File: src/rtl/mem_access_stage.sv
// MEM stage of a 5-stage RV32 pipeline: drives the data-memory req/gnt/rvalid
// port for loads and stores, stalls upstream while an access is outstanding,
// and owns the MEM/WB pipeline register.

package mem_access_stage_pkg;

  // EX/MEM bundle (212 bits)
  typedef struct packed {
    logic        RegWrite;
    logic        MemtoReg;
    logic        JALSel;
    logic        MemRead;
    logic        MemWrite;
    logic        Branch;
    logic        Zero;
    logic [2:0]  func3;
    logic [31:0] Pc_Imm;
    logic [31:0] Pc_Four;
    logic [31:0] Imm_Out;
    logic [31:0] Alu_Result;
    logic [31:0] RD_Two;
    logic [4:0]  rs2;
    logic [4:0]  rd;
    logic [31:0] Curr_Instr;
  } ex_mem_reg;

  // MEM/WB bundle (200 bits)
  typedef struct packed {
    logic        RegWrite;
    logic        MemtoReg;
    logic        JALSel;
    logic [31:0] Pc_Imm;
    logic [31:0] Pc_Four;
    logic [31:0] Imm_Out;
    logic [31:0] Alu_Result;
    logic [31:0] MemReadData;
    logic [4:0]  rd;
    logic [31:0] Curr_Instr;
  } mem_wb_reg;

  localparam logic [2:0] F3_B  = 3'b000;
  localparam logic [2:0] F3_H  = 3'b001;
  localparam logic [2:0] F3_W  = 3'b010;
  localparam logic [2:0] F3_BU = 3'b100;
  localparam logic [2:0] F3_HU = 3'b101;

endpackage

module mem_access_stage
  import mem_access_stage_pkg::*;
#(
  parameter int unsigned TIMEOUT = 64,
  parameter int unsigned CNT_W   = 7
) (
  input  logic        clk,
  input  logic        rst_n,
  input  ex_mem_reg   ex_mem,
  output mem_wb_reg   mem_wb,
  output logic        mem_stall,
  output logic        dmem_req,
  output logic        dmem_we,
  output logic [31:0] dmem_addr,
  output logic [3:0]  dmem_be,
  output logic [31:0] dmem_wdata,
  input  logic        dmem_gnt,
  input  logic        dmem_rvalid,
  input  logic [31:0] dmem_rdata,
  output logic        misalign_err,
  output logic        timeout_err
);

  localparam logic [1:0] S_IDLE = 2'd0;
  localparam logic [1:0] S_REQ  = 2'd1;
  localparam logic [1:0] S_RESP = 2'd2;

  localparam logic [CNT_W-1:0] CNT_LAST = CNT_W'(TIMEOUT - 1);

  logic [1:0]       state_q, state_d;
  logic [CNT_W-1:0] cnt_q, cnt_d;
  mem_wb_reg        mem_wb_q, mem_wb_d;
  logic             misalign_q, misalign_d;
  logic             timeout_q, timeout_d;

  logic        memop_c, is_store_c, aligned_c;
  logic        req_c, stall_c, complete_c, abort_c, misal_c, load_done_c;
  logic        timeout_hit_c;
  logic [3:0]  be_c;
  logic [31:0] wdata_c;
  logic [7:0]  ld_byte_c;
  logic [15:0] ld_half_c;
  logic [31:0] load_data_c;

  // Fields carried through EX/MEM for other stages but not consumed here
  logic unused_c;
  assign unused_c = ^{ex_mem.Branch, ex_mem.Zero, ex_mem.rs2};

  assign memop_c       = ex_mem.MemRead | ex_mem.MemWrite;
  assign is_store_c    = ex_mem.MemWrite;
  assign timeout_hit_c = (cnt_q == CNT_LAST);

  // Alignment check by access size
  always_comb begin
    aligned_c = 1'b1;
    case (ex_mem.func3[1:0])
      2'b00:   aligned_c = 1'b1;
      2'b01:   aligned_c = ~ex_mem.Alu_Result[0];
      default: aligned_c = (ex_mem.Alu_Result[1:0] == 2'b00);
    endcase
  end

  // Store lane replication and byte enables; loads read the full word
  always_comb begin
    wdata_c = ex_mem.RD_Two;
    be_c    = 4'b1111;
    if (is_store_c) begin
      case (ex_mem.func3[1:0])
        2'b00: begin
          wdata_c = {4{ex_mem.RD_Two[7:0]}};
          be_c    = 4'b0001 << ex_mem.Alu_Result[1:0];
        end
        2'b01: begin
          wdata_c = {2{ex_mem.RD_Two[15:0]}};
          be_c    = ex_mem.Alu_Result[1] ? 4'b1100 : 4'b0011;
        end
        default: begin
          wdata_c = ex_mem.RD_Two;
          be_c    = 4'b1111;
        end
      endcase
    end
  end

  // Load lane extraction with sign/zero extension
  always_comb begin
    ld_byte_c = dmem_rdata[7:0];
    case (ex_mem.Alu_Result[1:0])
      2'd0:    ld_byte_c = dmem_rdata[7:0];
      2'd1:    ld_byte_c = dmem_rdata[15:8];
      2'd2:    ld_byte_c = dmem_rdata[23:16];
      default: ld_byte_c = dmem_rdata[31:24];
    endcase
    ld_half_c = ex_mem.Alu_Result[1] ? dmem_rdata[31:16] : dmem_rdata[15:0];
    case (ex_mem.func3)
      F3_B:    load_data_c = {{24{ld_byte_c[7]}}, ld_byte_c};
      F3_H:    load_data_c = {{16{ld_half_c[15]}}, ld_half_c};
      F3_W:    load_data_c = dmem_rdata;
      F3_BU:   load_data_c = {24'b0, ld_byte_c};
      F3_HU:   load_data_c = {16'b0, ld_half_c};
      default: load_data_c = dmem_rdata;
    endcase
  end

  // Next-state, counter, MEM/WB capture and error pulses
  always_comb begin
    state_d     = state_q;
    cnt_d       = '0;
    mem_wb_d    = '0;
    misalign_d  = 1'b0;
    timeout_d   = 1'b0;
    req_c       = 1'b0;
    complete_c  = 1'b0;
    abort_c     = 1'b0;
    misal_c     = 1'b0;
    load_done_c = 1'b0;

    case (state_q)
      S_IDLE: begin
        if (memop_c) begin
          if (!aligned_c) begin
            misal_c    = 1'b1;
            complete_c = 1'b1;
          end else begin
            req_c = 1'b1;
            if (dmem_gnt) begin
              if (is_store_c) complete_c = 1'b1;
              else            state_d    = S_RESP;
            end else begin
              state_d = S_REQ;
            end
          end
        end
      end
      S_REQ: begin
        req_c = 1'b1;
        cnt_d = cnt_q + CNT_W'(1);
        if (dmem_gnt && is_store_c) begin
          complete_c = 1'b1;
          state_d    = S_IDLE;
          cnt_d      = '0;
        end else if (timeout_hit_c) begin
          abort_c = 1'b1;
        end else if (dmem_gnt) begin
          state_d = S_RESP;
        end
      end
      S_RESP: begin
        cnt_d = cnt_q + CNT_W'(1);
        if (dmem_rvalid) begin
          complete_c  = 1'b1;
          load_done_c = 1'b1;
          state_d     = S_IDLE;
          cnt_d       = '0;
        end else if (timeout_hit_c) begin
          abort_c = 1'b1;
        end
      end
      default: state_d = S_IDLE;
    endcase

    if (abort_c) begin
      state_d   = S_IDLE;
      cnt_d     = '0;
      timeout_d = 1'b1;
    end
    misalign_d = misal_c;

    stall_c = memop_c & ~complete_c & ~abort_c;

    if (!stall_c) begin
      mem_wb_d.RegWrite    = ex_mem.RegWrite & ~misal_c & ~abort_c;
      mem_wb_d.MemtoReg    = ex_mem.MemtoReg;
      mem_wb_d.JALSel      = ex_mem.JALSel;
      mem_wb_d.Pc_Imm      = ex_mem.Pc_Imm;
      mem_wb_d.Pc_Four     = ex_mem.Pc_Four;
      mem_wb_d.Imm_Out     = ex_mem.Imm_Out;
      mem_wb_d.Alu_Result  = ex_mem.Alu_Result;
      mem_wb_d.MemReadData = load_done_c ? load_data_c : 32'd0;
      mem_wb_d.rd          = ex_mem.rd;
      mem_wb_d.Curr_Instr  = ex_mem.Curr_Instr;
    end
  end

  // State, counter and pipeline register update with synchronous reset
  always_ff @(posedge clk) begin
    if (!rst_n) begin
      state_q    <= S_IDLE;
      cnt_q      <= '0;
      mem_wb_q   <= '0;
      misalign_q <= 1'b0;
      timeout_q  <= 1'b0;
    end else begin
      state_q    <= state_d;
      cnt_q      <= cnt_d;
      mem_wb_q   <= mem_wb_d;
      misalign_q <= misalign_d;
      timeout_q  <= timeout_d;
    end
  end

  assign mem_wb       = mem_wb_q;
  assign misalign_err = misalign_q;
  assign timeout_err  = timeout_q;
  assign mem_stall    = rst_n & stall_c;
  assign dmem_req     = rst_n & req_c;
  assign dmem_we      = is_store_c;
  assign dmem_addr    = ex_mem.Alu_Result;
  assign dmem_be      = be_c;
  assign dmem_wdata   = wdata_c;

endmodule
File: config.mk
export PLATFORM = sky130hd
export DESIGN_NAME = mem_access_stage
export DESIGN_NICKNAME = d
export VERILOG_FILES = /design/src/rtl/mem_access_stage.sv
export SDC_FILE = /design/constraint.sdc
export NUM_CORES = 1
export LEC_CHECK = 0
export ABC_AREA = 1
export BUFFER_PORTS_ARGS = -buffer_cell sky130_fd_sc_hd__buf_2
export CAP_MARGIN = 5
export CORE_AREA = 2 2 201 203
export DETAILED_ROUTE_END_ITERATION = 10
export DIE_AREA = 0 0 203 205
export HOLD_SLACK_MARGIN = 0.08
export PLACE_DENSITY = 0.49
export SYNTH_ARGS = -nofsm -noshare
export SYNTH_HDL_FRONTEND = slang
export SYNTH_SLANG_ARGS = --single-unit
File: constraint.sdc
create_clock -name clk -period 1.85 [get_ports clk]
set_input_delay 0 -clock clk [delete_from_list [all_inputs] [get_ports clk]]
set_output_delay 0 -clock clk [all_outputs]
set_load 0.02 [all_outputs]
==> flow_summary.ini <==
[cts]
clock_sinks = 211
clockBufferDepth = 3
root_buffer = clkbuf_16
clkSlewWorstSetupHoldPaths_ns = 0.06
numCtsBuffers = 25
cts.htree.levels = 1
cts_tree = built
clk_latency_ns = 0.55

[place]
gp_congestion = 0.811
hpwl_um = 22100
io_buffers = 513
placed_cell_area_sq_um = 11300
dp_slack_ns = -0.0134

[critical_path]
critical_path.top_delay_family = simple AND/OR/NAND/NOR gates
crit_arrival_ns = 2.28
r2r_end = mem_wb[189]
path_common_cell = nand2_2
ff2ff_path_depth = 13
required_ns = 2.29
rr_startpoint = state_q[0]
cp_num_buf_inv = 4
regToRegSetupSlack_ns = 0.01
startpoint = state_q[0]
path_cells = inv_6 > ha_4 > nand3_4 > nand2_2 > nor2_2 > nand2_2 > nand2_2 > nand3_4 > buf_6 > nand2_8 > buf_12 > clkbuf_16 > nor2_4
crit_path_end_kind = register
slowest_delay_ns = 0.38
critPathMaxFanout = 8
cp_slowest_cell = dfxtp_4
start_kind = register
path_class = reg2reg

[min_path]
hold_class = in2reg
min-delay-start = ex_mem[207]
whs_endpoint = state_q[1]
hold_depth = 7

[drt]
via_count = 8690
via_per_inst = 3.81
drt-initial-drc-count = 395
drcViolationCount = 0
antenna_left = 0
first_pass_iters = 5
wl_per_cell_um = 13.9
wl_um = 31700

[cells_and_area]
drive_gt1_share_pct = 43.5
nets = 1987
syn2layout_area_growth_pct = 81.0
largest_reg_flops = 200
fillers = 3928
design_area_sq_um = 15200

[global_routing]
grt_pass1_vias = 8553
grt_pass1_wl_um = 44900
antenna_found_initial = 2
grt_max_degree = 33
grt-ovfl-total = 0
grt_use_total_pct = 13.7

[yosys]
synth_cell_type_count = 31
synth_top_area_share_pct = 50.2
netlist_instances = 972
synth_largest_area_cell = dfxtp_1
ys_seq_area_share_pct = 50.2
avgSynthCellArea_sq_um = 8.66
ys.warnings.count = 0
synth_nets = 1225
ys_seq_elements = 211
synthesis.area_sq_um = 8420
synth.top_cells.by_area = dfxtp_1 (50%), nor2_4 (12%), inv_1 (10%), nor2_1 (7.0%), nand2_1 (5.0%)

[die]
die_area_sq_um = 41600
initial_core_util_pct = 21.4
die_w_um = 203
core_area_sq_um = 39400
core.rowCount = 73
num_io_pins = 521
dieHeight_um = 205

[power_and_ir_drop]
leakagePower_nw = 8.10
peakVddDrop_v = 0.000813
powerDensity_nw_per_um2 = 1020

[timing]
layout_setup_ws_ns = 0.0114
finalHoldViolations = 0
relSlewSlack_pct = 60.2
setup_violations = 0
finClkSkew_ns = 0.00937
period_needed_ns = 1.84
slew_violations = 0
setup-tns-final_ns = 0
rsz0062_at_grt = yes
worstMarginPinSlew_ns = 0.593
min_period_over_period_pct = 99.4
max_freq_mhz = 544

[status]
outcome = completed

[run]
max_cap_violations = 0
metal layers:
metal | vias up | global-route usage, % | share of wire (%)
met3 | 73 | 3.01 | 6.8
met5 | - | 0 | 0
li1 | 4278 | - | -
met1 | 3954 | 15.4 | 39
met2 | 385 | 25.2 | 50
met4 | 0 | 4.80 | 3.4
what timing repair did:
item | 4_1_cts | 5_1_grt
pin swaps | 8 | 9
hold buffers | 242 | 0
setup buffers | 8 | 6
gates resized for setup | 21 | 52
hold endpoints to repair | 210 | 0
cloned | 0 | 11
endpoints found under the setup margin | 77 | 181
synthesized netlist by cell type, drive strengths merged:
cell type and instances:
nand3 20, nand2 114, ha 5, nand4 3, o21ai 21, buf 70, xor2 2, o2111ai 1
nand3b 1, xnor2 2, a21oi 12, and2 1, a22oi 5, dfxtp 211, o22ai 9, clkbuf 6
nor2 261, inv 228
logic make-up after synthesis:
family / after synthesis / synth area share [%]
buf+inv: 304 / 18.2
compound gates: 48 / 3.18
flops: 211 / 50.2
fa+ha+maj: 5 / 0.743
xor+xnor: 4 / 0.416
simple gates: 400 / 27.3
per-stage QoR:
stage          hold WS (ns)  instances  total power [mW]  utilization, %
2_1_floorplan         0.112        972              8.03               -
3_3_place_gp          0.212       1965              9.35            28.8
3_5_place_dp          0.219       1965              9.38            28.8
4_1_cts              0.0938       2261              15.2            37.5
5_1_grt               0.158       2279              16.3            38.7
6_report              0.141       2279              15.5            38.7
final cells by class:
class                   count  area (sq um)  share of cell area [%]
inverters                 228           870                    5.71
repair buffers            811          5780                    38.0
diodes                      1          2.50                  0.0164
flip-flops and latches    211          4230                    27.8
multi-input cells         457          2830                    18.6
well taps                 525           657                    4.31
clock inverters            10           150                   0.986
clock buffers              36           707                    4.64
worst min-delay path: stages:
cell	delay, ns
buf_2	0.18
nand3_4	0.09
nand2_1	0.06
nor2_1	0.06
nand4_1	0.09
nand2_1	0.06
nor2_1	0.10
report_power, final:
group	internal [mW]	switching, mW	total [mW]
clock network	3.09	2.04	5.13
registers	5.13	0.180	5.31
logic	2.21	2.89	5.10
how the worst max path moves through the flow:
stage	depth (start not counted)	endpoint
after floorplan	12	mem_wb[106]
after global placement	12	mem_wb[186]
after detailed placement	12	mem_wb[166]
after CTS	10	mem_stall
after global routing	13	mem_wb[189]
final	13	mem_wb[189]
cells in the final DEF (no fill, tap or decap), types with 5 or more instances in the layout:
| cell | n |
|---|---|
| a21oi_1 | 12 |
| a22oi_1 | 5 |
| buf_12 | 7 |
| buf_2 | 512 |
| buf_4 | 26 |
| buf_6 | 9 |
| clkbuf_1 | 7 |
| clkbuf_16 | 34 |
| clkinvlp_4 | 5 |
| dfxtp_1 | 208 |
| dlygate4sd3_1 | 240 |
| inv_1 | 220 |
| nand2_1 | 104 |
| nand2_2 | 8 |
| nand3_1 | 16 |
| nor2_1 | 137 |
| nor2_2 | 29 |
| nor2_4 | 95 |
| o21ai_0 | 20 |
| o22ai_1 | 9 |
No activity file was read; power rests on OpenSTA's default activity.
